File: src/rtl/pipe_ctrl_pkg.sv
// Shared definitions for the pipeline control blocks: FSM encoding and register constants.
package pipe_ctrl_pkg;

  localparam logic [1:0] RUN      = 2'd0;
  localparam logic [1:0] MD_WAIT  = 2'd1;
  localparam logic [1:0] MEM_WAIT = 2'd2;

  localparam logic [4:0] REG_ZERO = 5'd0;

endpackage

File: src/rtl/sat_counter.sv
// Saturating up-counter with enable; holds at all-ones once reached.
module sat_counter #(
  parameter int unsigned W = 32
) (
  input  logic         clk_i,
  input  logic         rst_ni,
  input  logic         en_i,
  output logic [W-1:0] cnt_o
);

  logic [W-1:0] cnt_d, cnt_q;

  always_comb begin
    cnt_d = cnt_q;
    if (en_i && (cnt_q != {W{1'b1}})) begin
      cnt_d = cnt_q + W'(1);
    end
  end

  always_ff @(posedge clk_i or negedge rst_ni) begin
    if (!rst_ni) begin
      cnt_q <= '0;
    end else begin
      cnt_q <= cnt_d;
    end
  end

  assign cnt_o = cnt_q;

endmodule

File: src/rtl/hazard_ctrl.sv
// Pipeline hazard controller: load-use, MUL/DIV occupancy, dmem wait and branch flush,
// with stall/flush performance counters.
module hazard_ctrl
  import pipe_ctrl_pkg::*;
#(
  parameter int unsigned CNT_W      = 32,
  parameter int unsigned MD_MAX_CYC = 64
) (
  input  logic             clk,
  input  logic             rstn,
  input  logic [4:0]       rs1_id,
  input  logic [4:0]       rs2_id,
  input  logic             use_rs1_id,
  input  logic             use_rs2_id,
  input  logic [4:0]       rd_idex,
  input  logic             mem_read_idex,
  input  logic             md_op_idex,
  input  logic             md_done,
  input  logic             dmem_req_exmem,
  input  logic             dmem_ready,
  input  logic             branch_taken_ex,
  output logic             pc_write,
  output logic             ifid_write,
  output logic             idex_write,
  output logic             exmem_write,
  output logic             ifid_flush,
  output logic             idex_flush,
  output logic             exmem_bubble,
  output logic             md_start,
  output logic             md_timeout,
  output logic [CNT_W-1:0] stall_cnt,
  output logic [CNT_W-1:0] flush_cnt
);

  localparam int unsigned WdW = (MD_MAX_CYC > 2) ? $clog2(MD_MAX_CYC) : 1;
  localparam logic [WdW-1:0] WdLast = WdW'(MD_MAX_CYC - 1);

  logic [1:0]     state_d, state_q;
  logic [WdW-1:0] wd_d, wd_q;
  logic           to_d, to_q;

  logic pc_w, ifid_w, idex_w, exmem_w;
  logic ifid_fl, idex_fl, bubble, start, flush_ev;
  logic load_use;

  assign load_use = mem_read_idex && (rd_idex != REG_ZERO) &&
                    ((use_rs1_id && (rs1_id == rd_idex)) ||
                     (use_rs2_id && (rs2_id == rd_idex)));

  always_comb begin
    state_d  = state_q;
    wd_d     = wd_q;
    to_d     = to_q;
    pc_w     = 1'b1;
    ifid_w   = 1'b1;
    idex_w   = 1'b1;
    exmem_w  = 1'b1;
    ifid_fl  = 1'b0;
    idex_fl  = 1'b0;
    bubble   = 1'b0;
    start    = 1'b0;
    flush_ev = 1'b0;
    case (state_q)
      RUN: begin
        if (dmem_req_exmem && !dmem_ready) begin
          {pc_w, ifid_w, idex_w, exmem_w} = 4'b0000;
          state_d = MEM_WAIT;
        end else if (md_op_idex) begin
          start   = 1'b1;
          {pc_w, ifid_w, idex_w} = 3'b000;
          bubble  = 1'b1;
          wd_d    = '0;
          state_d = MD_WAIT;
        end else if (branch_taken_ex) begin
          ifid_fl  = 1'b1;
          idex_fl  = 1'b1;
          flush_ev = 1'b1;
        end else if (load_use) begin
          pc_w    = 1'b0;
          ifid_w  = 1'b0;
          idex_fl = 1'b1;
        end
      end
      MD_WAIT: begin
        if (md_done) begin
          state_d = RUN;
        end else if (wd_q == WdLast) begin
          // Give up on the unit and let the pipeline drain rather than hang.
          to_d    = 1'b1;
          state_d = RUN;
        end else begin
          {pc_w, ifid_w, idex_w} = 3'b000;
          bubble = 1'b1;
          wd_d   = wd_q + WdW'(1);
        end
      end
      MEM_WAIT: begin
        if (dmem_ready) begin
          state_d = RUN;
        end else begin
          {pc_w, ifid_w, idex_w, exmem_w} = 4'b0000;
        end
      end
      default: state_d = RUN;
    endcase
  end

  always_ff @(posedge clk or negedge rstn) begin
    if (!rstn) begin
      state_q <= RUN;
      wd_q    <= '0;
      to_q    <= 1'b0;
    end else begin
      state_q <= state_d;
      wd_q    <= wd_d;
      to_q    <= to_d;
    end
  end

  sat_counter #(.W(CNT_W)) u_stall_cnt (
    .clk_i  (clk),
    .rst_ni (rstn),
    .en_i   (~pc_w),
    .cnt_o  (stall_cnt)
  );

  sat_counter #(.W(CNT_W)) u_flush_cnt (
    .clk_i  (clk),
    .rst_ni (rstn),
    .en_i   (flush_ev),
    .cnt_o  (flush_cnt)
  );

  // Everything reads 0 while reset is held, including the Mealy outputs.
  assign pc_write     = pc_w & rstn;
  assign ifid_write   = ifid_w & rstn;
  assign idex_write   = idex_w & rstn;
  assign exmem_write  = exmem_w & rstn;
  assign ifid_flush   = ifid_fl & rstn;
  assign idex_flush   = idex_fl & rstn;
  assign exmem_bubble = bubble & rstn;
  assign md_start     = start & rstn;
  assign md_timeout   = to_q & rstn;

endmodule

File: config.mk
export PLATFORM = sky130hd
export DESIGN_NAME = hazard_ctrl
export DESIGN_NICKNAME = d
export VERILOG_FILES = /design/src/rtl/pipe_ctrl_pkg.sv /design/src/rtl/sat_counter.sv /design/src/rtl/hazard_ctrl.sv
export SDC_FILE = /design/constraint.sdc
export NUM_CORES = 1
export LEC_CHECK = 0
export CAP_MARGIN = 20
export CORE_MARGIN = 5
export CORE_UTILIZATION = 35
export CTS_CLUSTER_SIZE = 30
export DETAILED_ROUTE_END_ITERATION = 16
export GPL_ROUTABILITY_DRIVEN = 0
export SYNTH_ARGS = -nofsm -noshare
export SYNTH_HDL_FRONTEND = slang
export SYNTH_SLANG_ARGS = --single-unit
File: constraint.sdc
create_clock -name clk -period 2.95 [get_ports clk]
set_clock_uncertainty 0.05 [all_clocks]
set_input_delay 0.295 -clock clk [delete_from_list [all_inputs] [get_ports clk]]
set_output_delay 0.295 -clock clk [all_outputs]
set_load 0.02 [all_outputs]
==> results by group <==
Detailed routing
  – Vias: 3,106
  – DRT antenna net count: 0
  – DRT Pass-1 Iters: 4
  – Number of vias per cell: 5.05
  – Wirelength per Cell: 14.9 um
  – Initial drt markers: 136
  – # DRC: 0
  – Total wire length: 9190 um

Yosys
  – Synth Area in Simple Gates: 26.5%
  – Post-Synth XOR/XNOR Area: 17.1%
  – Syn nets: 392
  – Mapped Cells: 364
  – Sequential-to-total area share from yosys stat: 48.8%
  – Post-synthesis mux area share: 1.27%
  – Post-synth EDFFs: 0
  – Share of the synthesized area in the top cell type: 48.8%
  – Complex-gate fraction of the synthesized area: 3.44%
  – Syn_area_per_cell: 10.3 um2
  – Dominant synthesized flop cell: dfrtp_1
  – Largest family of logic cells by synthesized area: simple AND/OR/NAND/NOR gates
  – Yosys reg bits: 73
  – Yosys synthesis warning count: 0
  – Post-synthesis cell area: 0.00374 mm2
  – Synth Area in Adders: 1.00%
  – Async set-reset flop share out of synthesis: 100%
  – Largest area contributor in the netlist: dfrtp_1
  – Yosys cell types: 50
  – Synth top area cells: dfrtp_1 49%, xnor2_1 9.8%, xor2_1 7.3%

Cells and area
  – Layout cells sized above 1: 9.39%
  – Commonest non-fill, non-tap cell in the layout: clkdlybuf4s50_1
  – Final Non-Filler Cells: 615
  – Fin area: 0.00517 mm2
  – Most frequent cells in the layout: 94 x clkdlybuf4s50_1, 73 x dfrtp_1, 42 x xnor2_1
  – Layout Nets: 503
  – Layout area overhead: 38.2%
  – Final Util: 49.9%
  – Diodes inserted: 0

Floorplanning
  – Initial Utilization: 36.1%
  – FP Rows: 37
  – Die height: 113 um
  – Width of the die: 113 um
  – Die area: 0.0129 mm2
  – IO Pins: 98
  – Core box area: 0.0104 mm2

Place
  – Hpwl dp: 6840 um
  – Placed Cells: 599
  – Placed cell area: 0.00492 mm2
  – Input/output buffers: 97

Status
  – Status: completed

Pwr
  – Share of power burned in the clock network: 30.4%
  – LEAKAGE: 2.14 nW
  – P_sw: 1.02 mW
  – Sw Share: 32.3%
  – Combinational Power Share: 27.8%
  – Sequential share of power: 41.8%
  – Cell-internal power: 2.14 mW
  – VDD IR max: 0.000480 V
  – Pwr/cell area: 612 mW/mm2
  – Power Total: 3.17 mW

Global routing
  – First-pass GRT wire length: 15,300 um
  – Vias in the first global route: 3,166
  – Congestion Overflow GR: 0
  – GRT Overall Usage: 14.7%
  – Largest net degree at the start of global routing: 73
  – Initial antenna violation count: 0

Timing
  – Period utilization: 90.4%
  – # setup viols final: 0
  – Period minus WS final: 2.67 ns
  – Hold WS: 0.279 ns
  – Final Max Slew Viols: 0
  – Slew @ Worst Pin: 0.916 ns
  – RSZ-0062 raised after global routing: false
  – Slew headroom: 39.0%
  – Final hold viol count: 0
  – Fmax: 375 MHz

Clocking
  – Clock root buffer: clkbuf_8
  – Clock sink count: 73
  – CTS tree: done
  – Clock Tree Buf Depth: 2
  – Clk_lat worst skew: 0.35 ns
  – Setup Buffers After CTS: 0
  – Cts bufs inserted: 9
  – H-tree depth: 3
  – Reg clk slew, reported paths: 0.07 ns

Setup path
  – Worst EP required: 2.61 ns
  – Critical path data arrival time: 2.32 ns
  – Critical path peak fanout: 3
  – Crit Path Category: input port to output pin
  – CP endpoint kind: output pin
  – Critical path launch point type: input port

Min path
  – Hold WC Path Type: input port to asynchronous set/reset pin

Job
  – Max-Cap Viols: 0
==> logic make-up (layout without fill, tap and decap cells) <==
kind of cell / count (synthesis) / after routing
AOI/OAI and AO/OA: 18 / 18
and+or+nand+nor: 178 / 178
DFF: 73 / 73
buffers and inverters: 15 / 130
muxes: 4 / 4
xor gates and xnor gates: 73 / 73
adders and majority gates: 3 / 3
==> critical path: stages <==
cell and delay, ns:
clkdlybuf4s50_1 0.47, or4_1 0.53, o21ai_1 0.22, nor2b_1 0.07, o211a_1 0.21, clkdlybuf4s50_1 0.53
==> state kept, by name, summed over array words and instances, names as in the netlist <==
| name | cells |
|---|---|
| state_q | 2 |
| wd_q | 6 |
| u_flush_cnt.cnt_o | 32 |
| u_stall_cnt.cnt_o | 32 |
| to_q | 1 |
==> layer usage <==
metal | vias up | routed length (um) | global-route usage [%]
met1 | 1498 | 4320 | 19.8
met5 | - | 0 | 0
met2 | 87 | 4110 | 22.7
met4 | 0 | 129 | 4.65
li1 | 1507 | - | -
met3 | 14 | 637 | 4.62
==> power groups by stage <==
stage	Sequential [mW]	Clock, mW	Combinational [mW]
6_report	1.32	0.963	0.881
3_5_place_dp	1.34	0	0.889
2_1_floorplan	1.45	0	0.330
4_1_cts	1.32	0.984	0.894
3_3_place_gp	1.33	0	0.878
5_1_grt	1.35	1.02	0.957
==> per-stage QoR <==
step / TNS (ns) / setup slack, ns
2_1_floorplan: 0 / 0.583
3_5_place_dp: -0.0805 / -0.0423
6_report: 0 / 0.282
4_1_cts: 0 / 0.0306
5_1_grt: 0 / 0.157
3_3_place_gp: 0 / 0.00581
==> layout make-up <==
class,instances,area [um2]
clock buffers,10,138
clock inverters,5,104
fillers,986,5200
inverters,6,22.5
repair buffers,109,1070
well taps,136,170
flip-flops and latches,73,1830
multi-input cells,276,1850
==> synthesized netlist by cell type (4+ instances only) <==
library cell / instances
and2_1: 4
and3_1: 6
and4_1: 5
dfrtp_1: 73
inv_1: 6
nand2_1: 31
nand3_1: 28
nand4_1: 24
nor2_1: 24
nor3_1: 21
nor4_1: 7
o21ai_0: 4
xnor2_1: 42
xor2_1: 31
==> path summary, 6_finish.rpt <==
check	from	endpoint	slack [ns]	cells after the start
worst max-delay path	rd_idex[2]	idex_flush	0.28	6
worst min-delay path	rstn	to_q	0.28	2
worst max register to register	u_stall_cnt.cnt_o[0]	u_stall_cnt.cnt_o[15]	0.53	8
worst min register to register	to_q	to_q	0.42	1
max in group asynchronous	rstn	u_flush_cnt.cnt_o[22]	1.49	3
min in group clk	to_q	to_q	0.42	1
==> repair_timing <==
action | in CTS | in global routing
endpoints found under the setup margin | 2 | 2
hold buffers | 1 | 0
resized for setup | 1 | 2
hold endpoints to repair | 1 | 0
(Power assumes the default switching activity.)
